--- src/rtl/morse_round_ctrl_pkg.sv ---
// Shared types and defaults for the Morse training game round controller.
package morse_round_ctrl_pkg;

  localparam int ADDR_W          = 5;
  localparam int NUM_LETTERS_DEF = 26;
  localparam int LIVES_INIT_DEF  = 3;

  typedef enum logic [2:0] {
    ST_IDLE     = 3'd0,
    ST_LOAD     = 3'd1,
    ST_WAIT     = 3'd2,
    ST_RESULT   = 3'd3,
    ST_GAMEOVER = 3'd4
  } state_e;

endpackage

--- src/rtl/morse_round_ctrl_round_result_upd.sv ---
// Next score (saturating), next lives and next letter index (wrapping)
// for one resolved round.
module round_result_upd
  import morse_round_ctrl_pkg::*;
#(
  parameter int NUM_LETTERS = NUM_LETTERS_DEF,
  parameter int SCORE_W     = 7
) (
  input  logic               hit_i,
  input  logic [SCORE_W-1:0] score_i,
  input  logic [1:0]         lives_i,
  input  logic [ADDR_W-1:0]  addr_i,
  output logic [SCORE_W-1:0] score_o,
  output logic [1:0]         lives_o,
  output logic [ADDR_W-1:0]  addr_o
);

  localparam logic [ADDR_W-1:0] LAST = ADDR_W'(NUM_LETTERS - 1);

  always_comb begin
    score_o = score_i;
    lives_o = lives_i;
    if (hit_i) begin
      if (score_i != '1) score_o = score_i + 1'b1;
    end else begin
      if (lives_i != 2'd0) lives_o = lives_i - 2'd1;
    end
    addr_o = (addr_i == LAST) ? '0 : addr_i + 1'b1;
  end

endmodule

--- src/rtl/morse_round_ctrl.sv ---
// Round sequencer for the Morse game: letter select, score, lives and
// round timer control.
module morse_round_ctrl
  import morse_round_ctrl_pkg::*;
#(
  parameter int NUM_LETTERS = NUM_LETTERS_DEF,
  parameter int LIVES_INIT  = LIVES_INIT_DEF,
  parameter int SCORE_W     = 7
) (
  input  logic               clk,
  input  logic               rst,
  input  logic               start,
  input  logic               timer_timeout,
  input  logic               answer_valid,
  input  logic               answer_correct,
  output logic               timer_enable,
  output logic               timer_clear,
  output logic [ADDR_W-1:0]  rom_addr,
  output logic [SCORE_W-1:0] score,
  output logic [1:0]         lives,
  output logic               round_active,
  output logic               game_over
);

  state_e               state_q, state_d;
  logic [SCORE_W-1:0]   score_q, score_d, score_n;
  logic [1:0]           lives_q, lives_d, lives_n;
  logic [ADDR_W-1:0]    addr_q, addr_d, addr_n;
  logic                 hit;

  // Answer wins over a coincident timeout.
  assign hit = answer_valid & answer_correct;

  round_result_upd #(
    .NUM_LETTERS(NUM_LETTERS),
    .SCORE_W    (SCORE_W)
  ) u_upd (
    .hit_i  (hit),
    .score_i(score_q),
    .lives_i(lives_q),
    .addr_i (addr_q),
    .score_o(score_n),
    .lives_o(lives_n),
    .addr_o (addr_n)
  );

  always_comb begin
    state_d = state_q;
    score_d = score_q;
    lives_d = lives_q;
    addr_d  = addr_q;
    unique case (state_q)
      ST_IDLE, ST_GAMEOVER: begin
        if (start) begin
          state_d = ST_LOAD;
          score_d = '0;
          lives_d = 2'(LIVES_INIT);
          addr_d  = '0;
        end
      end
      ST_LOAD: state_d = ST_WAIT;
      ST_WAIT: begin
        if (answer_valid || timer_timeout) begin
          state_d = ST_RESULT;
          score_d = score_n;
          lives_d = lives_n;
          addr_d  = addr_n;
        end
      end
      ST_RESULT:
        state_d = (lives_q == 2'd0) ? ST_GAMEOVER : ST_LOAD;
      default: state_d = ST_IDLE;
    endcase
  end

  always_ff @(posedge clk or negedge rst) begin
    if (!rst) begin
      state_q <= ST_IDLE;
      score_q <= '0;
      lives_q <= '0;
      addr_q  <= '0;
    end else begin
      state_q <= state_d;
      score_q <= score_d;
      lives_q <= lives_d;
      addr_q  <= addr_d;
    end
  end

  assign timer_clear  = (state_q == ST_LOAD);
  assign timer_enable = (state_q == ST_WAIT);
  assign round_active = (state_q == ST_WAIT);
  assign game_over    = (state_q == ST_GAMEOVER);
  assign rom_addr     = addr_q;
  assign score        = score_q;
  assign lives        = lives_q;

endmodule
--- config.mk ---
export PLATFORM = sky130hd
export DESIGN_NAME = morse_round_ctrl
export DESIGN_NICKNAME = d
export VERILOG_FILES = /design/src/rtl/morse_round_ctrl_pkg.sv /design/src/rtl/morse_round_ctrl_round_result_upd.sv /design/src/rtl/morse_round_ctrl.sv
export SDC_FILE = /design/constraint.sdc
export NUM_CORES = 1
export LEC_CHECK = 0
export CAP_MARGIN = 20
export CORE_MARGIN = 2
export CORE_UTILIZATION = 57
export DETAILED_ROUTE_END_ITERATION = 6
export DONT_BUFFER_PORTS = 1
export GPL_TIMING_DRIVEN = 0
export PLACE_DENSITY = 0.72
export SETUP_SLACK_MARGIN = 0.1
export SLEW_MARGIN = 40
export SYNTH_ARGS = -nofsm -noshare
export SYNTH_HDL_FRONTEND = slang
export SYNTH_SLANG_ARGS = --single-unit
--- constraint.sdc ---
create_clock -name clk -period 2.15 [get_ports clk]
set_input_delay 0.1075 -clock clk [delete_from_list [all_inputs] [get_ports clk]]
set_output_delay 0.1075 -clock clk [all_outputs]
set_load 0.01 [all_outputs]
After elaboration in Yosys (flattened, before gate mapping)
Cells that the tools add are included.
{"block": "word_totals", "ff_bits": 17, "input_bits": 6}
{"block": "classes", "n_addsub": 3, "eq_ne": 12, "muxes": 18, "n_bitwise": 1, "n_reduce_logical": 10}
{"operator": "$mux W7", "n": 4}
{"operator": "$mux W5", "n": 3}
{"operator": "$pmux W7 S2", "n": 1}
{"operator": "$pmux W3 S4", "n": 1}
{"operator": "$pmux W5 S2", "n": 1}
{"operator": "$reduce_and A5 Y1", "n": 2}
{"operator": "$mux W3", "n": 3}
{"operator": "$mux W2", "n": 4}
{"operator": "$ne A2 B1 Y1 const B", "n": 4}
{"operator": "$add A7 B1 Y7 const B", "n": 1}
{"operator": "$ne A7 B7 Y1 const B", "n": 1}
{"operator": "$eq A3 B2 Y1 const B", "n": 2}
{"operator": "$add A5 B1 Y5 const B", "n": 1}
{"operator": "$eq A5 B5 Y1 const B", "n": 1}
{"operator": "$ne A2 B2 Y1 const B", "n": 2}
{"operator": "$pmux W2 S2", "n": 1}
{"operator": "$reduce_bool A2 Y1", "n": 2}
{"operator": "$eq A3 B1 Y1 const B", "n": 1}
{"operator": "$eq A3 B3 Y1 const B", "n": 1}
{"operator": "$logic_not A3 Y1", "n": 1}
{"operator": "$reduce_and A3 Y1", "n": 1}
{"operator": "$logic_not A2 Y1", "n": 1}
{"operator": "$reduce_and A2 Y1", "n": 1}
{"operator": "$reduce_or A2 Y1", "n": 1}
{"operator": "other kinds (3)", "n": 3}

Longest topological paths before layout
{"block": "logic_depth", "ltp_word": 5, "mapped_depth": 7}

Hierarchy
From an unflattened synthesis, not the netlist that was laid out.
{"block": "unflattened", "cells_unflattened": 123, "area_unflattened_um2": 1129.8}
{"module": "morse_round_ctrl", "instances": 1, "cells_per_inst": 75, "area_each_um2": 815.8, "seq_area_each_um2": 425.4}
{"module": "round_result_upd", "instances": 1, "cells_per_inst": 48, "area_each_um2": 314.1, "seq_area_each_um2": 0.0}

Least setup slack after synthesis
No wires, ideal clock.
{"block": "synth_timing", "path_kind": "reg2reg", "start": "reg score_q[0], in the netlist score[0]", "end": "reg score_q[5], in the netlist score[5]", "setup_ps": 126, "arrival_time_ps": 1681, "slack_ps": 343, "stages_incl_launch_ff": 6, "path_buffers": 0, "synth_period_minus_slack_ps": 1807, "cell_sequence": "dfrtp_1 -> ha_1 -> nand3_1 -> o211ai_1 -> a311o_1 -> a221o_1"}
{"block": "synth_via", "elab_chain_len": 5, "word_cells_on_any_way": 8}
{"element": "start: declaration", "line_no": "morse_round_ctrl.sv:26", "text": "logic [SCORE_W-1:0] score_q, score_d, score_n;"}
{"element": "start signal: assignment", "line_no": "morse_round_ctrl.sv:84", "text": "score_q <= score_d;"}
{"element": "$add A7 B1 Y7", "line_no": "morse_round_ctrl_round_result_upd.sv:24", "text": "if (score_i != '1) score_o = score_i + 1'b1;"}
{"element": "$mux W7", "line_no": "morse_round_ctrl_round_result_upd.sv:24"}
{"element": "$mux W7", "line_no": "morse_round_ctrl_round_result_upd.sv:23", "text": "if (hit_i) begin"}
{"element": "$mux W7", "line_no": "morse_round_ctrl.sv:63", "text": "if (answer_valid || timer_timeout) begin"}
{"element": "$pmux W7 S2", "line_no": "morse_round_ctrl.sv:52", "text": "unique case (state_q)"}
Parallel ways exist; a longest one is shown, timed or not. The select of a mux whose other input is x is not followed.
A chain may end at the register's enable or synchronous reset.

Worst setup path after layout
Ends and elaborated chain as after synthesis.

==> results.md <==
* Ports at 24
* Synth Warn # at 0
* Final wirelength at 2.20 mm
* First DRT Iteration DRCs at 28
* Fin crit share at 0.901
* Fmax at 516 MHz
* Largest family of logic cells by synthesized area: compound AO/OA/AOI/OAI gates
* Worst skew pair latency at 300 ps
* Vias per inst at 6.30
* Die area at 0.00213 mm2
* Most common flop cell mapped by yosys: dfrtp_1
* Clock Path Buffers at 2
* Number of global-route vias before repair at 762
* Max_slew headroom at 0.666
* Area grow syn2layout at 8.75%
* CTS root buf: clkbuf_4
* Fill count at 137
* P_leak at 0.000485 uW
* Critical path data arrival time at 2130 ps
* Wire per inst at 16.7 um
* N_diodes at 0
* Gate Count Post-Synth at 100
* Post-synthesis compound-gate area fraction at 0.223
* TritonCTS Buffers at 3
* Grt ovf at 0
* WHS at 15.2 ps
* Min-delay worst type: input pin to flop
* Final min period at 1940 ps
* # DRC at 0
* Req. time, crit path at 2350 ps
* Clock slew seen by the registers of the worst setup and hold paths at 100 ps
* Average size of a mapped cell at 10.1 um2
* DP HPWL at 1.57 mm
* Synth cell types at 43
* Ratio of cells with drive above 1 in the final layout at 0.178
* Simple-gate portion of the synthesized area at 0.218
* RSZ-0062 raised after global routing: no
* GP Congestion at 0.779
* Synth async-reset ratio at 1.00
* XOR/XNOR share of the synthesized area at 0
* Routing usage on met1 at 0.291
* Layout net count at 118
* CP max FO at 5
* Routing usage on met3 at 0.0667
* CP max stage cell: dfrtp_1
* EDFF count, synth at 0
* PortBufs at 0
* PD cells at 1210 mW/mm2
* Sequential area share after synthesis at 0.419
* Run status: finished, final reports clean
* Final setup TNS at 0 ps
* Largest net degree at the start of global routing at 18
* Adder-cell share of the synthesized area at 0.0493
* Clock sinks at 17
* H-tree depth at 1
* Setup violators final at 0
* Crit-path max cell delay at 470 ps
* # Max-Cap Violations at 0
* Tot Pwr at 1330 uW
* Layout Skew at 1.25 ps
* Max-slew violations at 0
* Initial core utilization at 0.594
* Initial antenna violation count at 0
* CP Cell Sequence: ha_1 -> nand3_2 -> o211ai_1 -> a311o_1 -> a221o_1
* Mapped Area at 0.00101 mm2
* DRT antenna net count at 0
* Die height at 46.2 um
* Final hold viol count at 0
* First-pass GRT wire length at 3.48 mm
* Crit path launch type: flop
* Core Region at 0.00171 mm2
* Actual slew at the worst max-slew pin at 500 ps
* Mux contribution to synthesized area at 0.0222
* Setup crit end kind: flop
* M2 GR Usage at 0.383
* Width of the die at 46.2 um
* Routed via count at 832
* Reg area at 425 um2
* Row count at 15
* Most Crowded Layer GR: met2
* Cell family contributing the most delay on the critical path: compound AO/OA/AOI/OAI gates
* VDD IR max at 0.825 mV
* Post-Syn Nets at 110
* Crit Path Class: flop to flop
* Multi-input gate area at 527 um2
* CTS tree: built
* Total GRT Usage at 0.237
* Drt pass-1 iters at 4
* Worst path bufs/invs at 0
* Seq cells post-synth at 17
final timing paths:
check                        startpoint     endpoint  slack [ps]  cells after the start
setup / recovery               score[0]     score[5]         210                      5
hold / removal             answer_valid   state_q[0]          20                      2
setup reg to reg               score[0]     score[5]         210                      5
hold reg to reg             rom_addr[4]  rom_addr[4]         570                      1
max in group asynchronous           rst     score[4]        1610                      2
min in group asynchronous           rst  rom_addr[4]         260                      2
cell families (layout without fill, tap and decap cells):
logic type | after synthesis | in the layout
AO/OA/AOI/OAI | 29 | 29
adder cells (fa/ha/maj) | 4 | 4
buffers and inverters | 11 | 18
flip-flops | 17 | 17
multiplexers | 2 | 2
AND/OR/NAND/NOR | 37 | 37
per-stage QoR:
| stage | instances | setup WS [ps] | utilization | area [um2] |
|---|---|---|---|---|
| after floorplan | 100 | 343 | - | 1010 |
| after global placement | 125 | 181 | 0.612 | 1050 |
| after detailed placement | 125 | 167 | 0.612 | 1050 |
| after CTS | 131 | 139 | 0.640 | 1090 |
| after global routing | 132 | 119 | 0.646 | 1100 |
| final | 132 | 214 | 0.646 | 1100 |
cells in the final DEF, fill, tap and decap left out, types with 2 or more instances in the layout:
cell type,n
nor4_1,2
o211ai_1,2
inv_1,5
buf_4,2
nor2_1,5
nor3_1,2
dfrtp_1,17
nor3b_1,4
o21a_1,2
a2111oi_0,2
o41ai_1,3
nand2_1,5
buf_6,2
nand3_2,2
clkbuf_4,3
o21ai_0,3
clkbuf_1,2
dlygate4sd3_1,2
nand3_1,7
ha_1,4
o31ai_1,4
mux2_2,2
routing by layer:
metal  wire, um  share of wire  vias to the layer above
met5          0              0                        -
met4         39          0.018                        0
met3         80          0.036                        6
met2       1090           0.50                       16
met1        990           0.45                      408
li1           -              -                      402
sequential cells by signal, summed over array words and instances, names as in the netlist:
register and flops:
state_q 3, score 7, rom_addr 5, lives 2
power by group:
| part | total (uW) | switching (uW) | internal [uW] |
|---|---|---|---|
| clock | 182 | 110 | 72.5 |
| combinational | 586 | 317 | 269 |
| sequential | 563 | 152 | 411 |
| total | 1330 | 579 | 752 |
cell type report:
class / count / area share
plain buffers: 5 / 0.0374
clock buffers: 4 / 0.0238
inverters: 6 / 0.0249
multi-input cells: 72 / 0.477
flip-flops and latches: 17 / 0.385
well taps: 25 / 0.0283
repair buffers: 3 / 0.0227
repair_timing:
action                     CTS  global route
hold buffers                 2             1
hold endpoints to repair    19            17
resized for setup            0             2
setup buffers                0             0
setup endpoints to repair    0             3
synthesized netlist by cell type, types with 2 or more instances:
cell | n | area share
dfrtp_1 | 17 | 0.42
nand3_1 | 8 | 0.039
inv_1 | 5 | 0.018
nand2_1 | 5 | 0.018
nor2_1 | 5 | 0.018
ha_1 | 4 | 0.049
nor3b_1 | 4 | 0.030
o31ai_1 | 4 | 0.030
a2111oi_0 | 3 | 0.026
o21ai_0 | 3 | 0.015
o41ai_1 | 3 | 0.026
buf_4 | 2 | 0.015
buf_6 | 2 | 0.022
mux2_2 | 2 | 0.022
nor3_1 | 2 | 0.0099
nor4_1 | 2 | 0.012
o211ai_1 | 2 | 0.015
o21a_1 | 2 | 0.015
(Power assumes the default switching activity.)
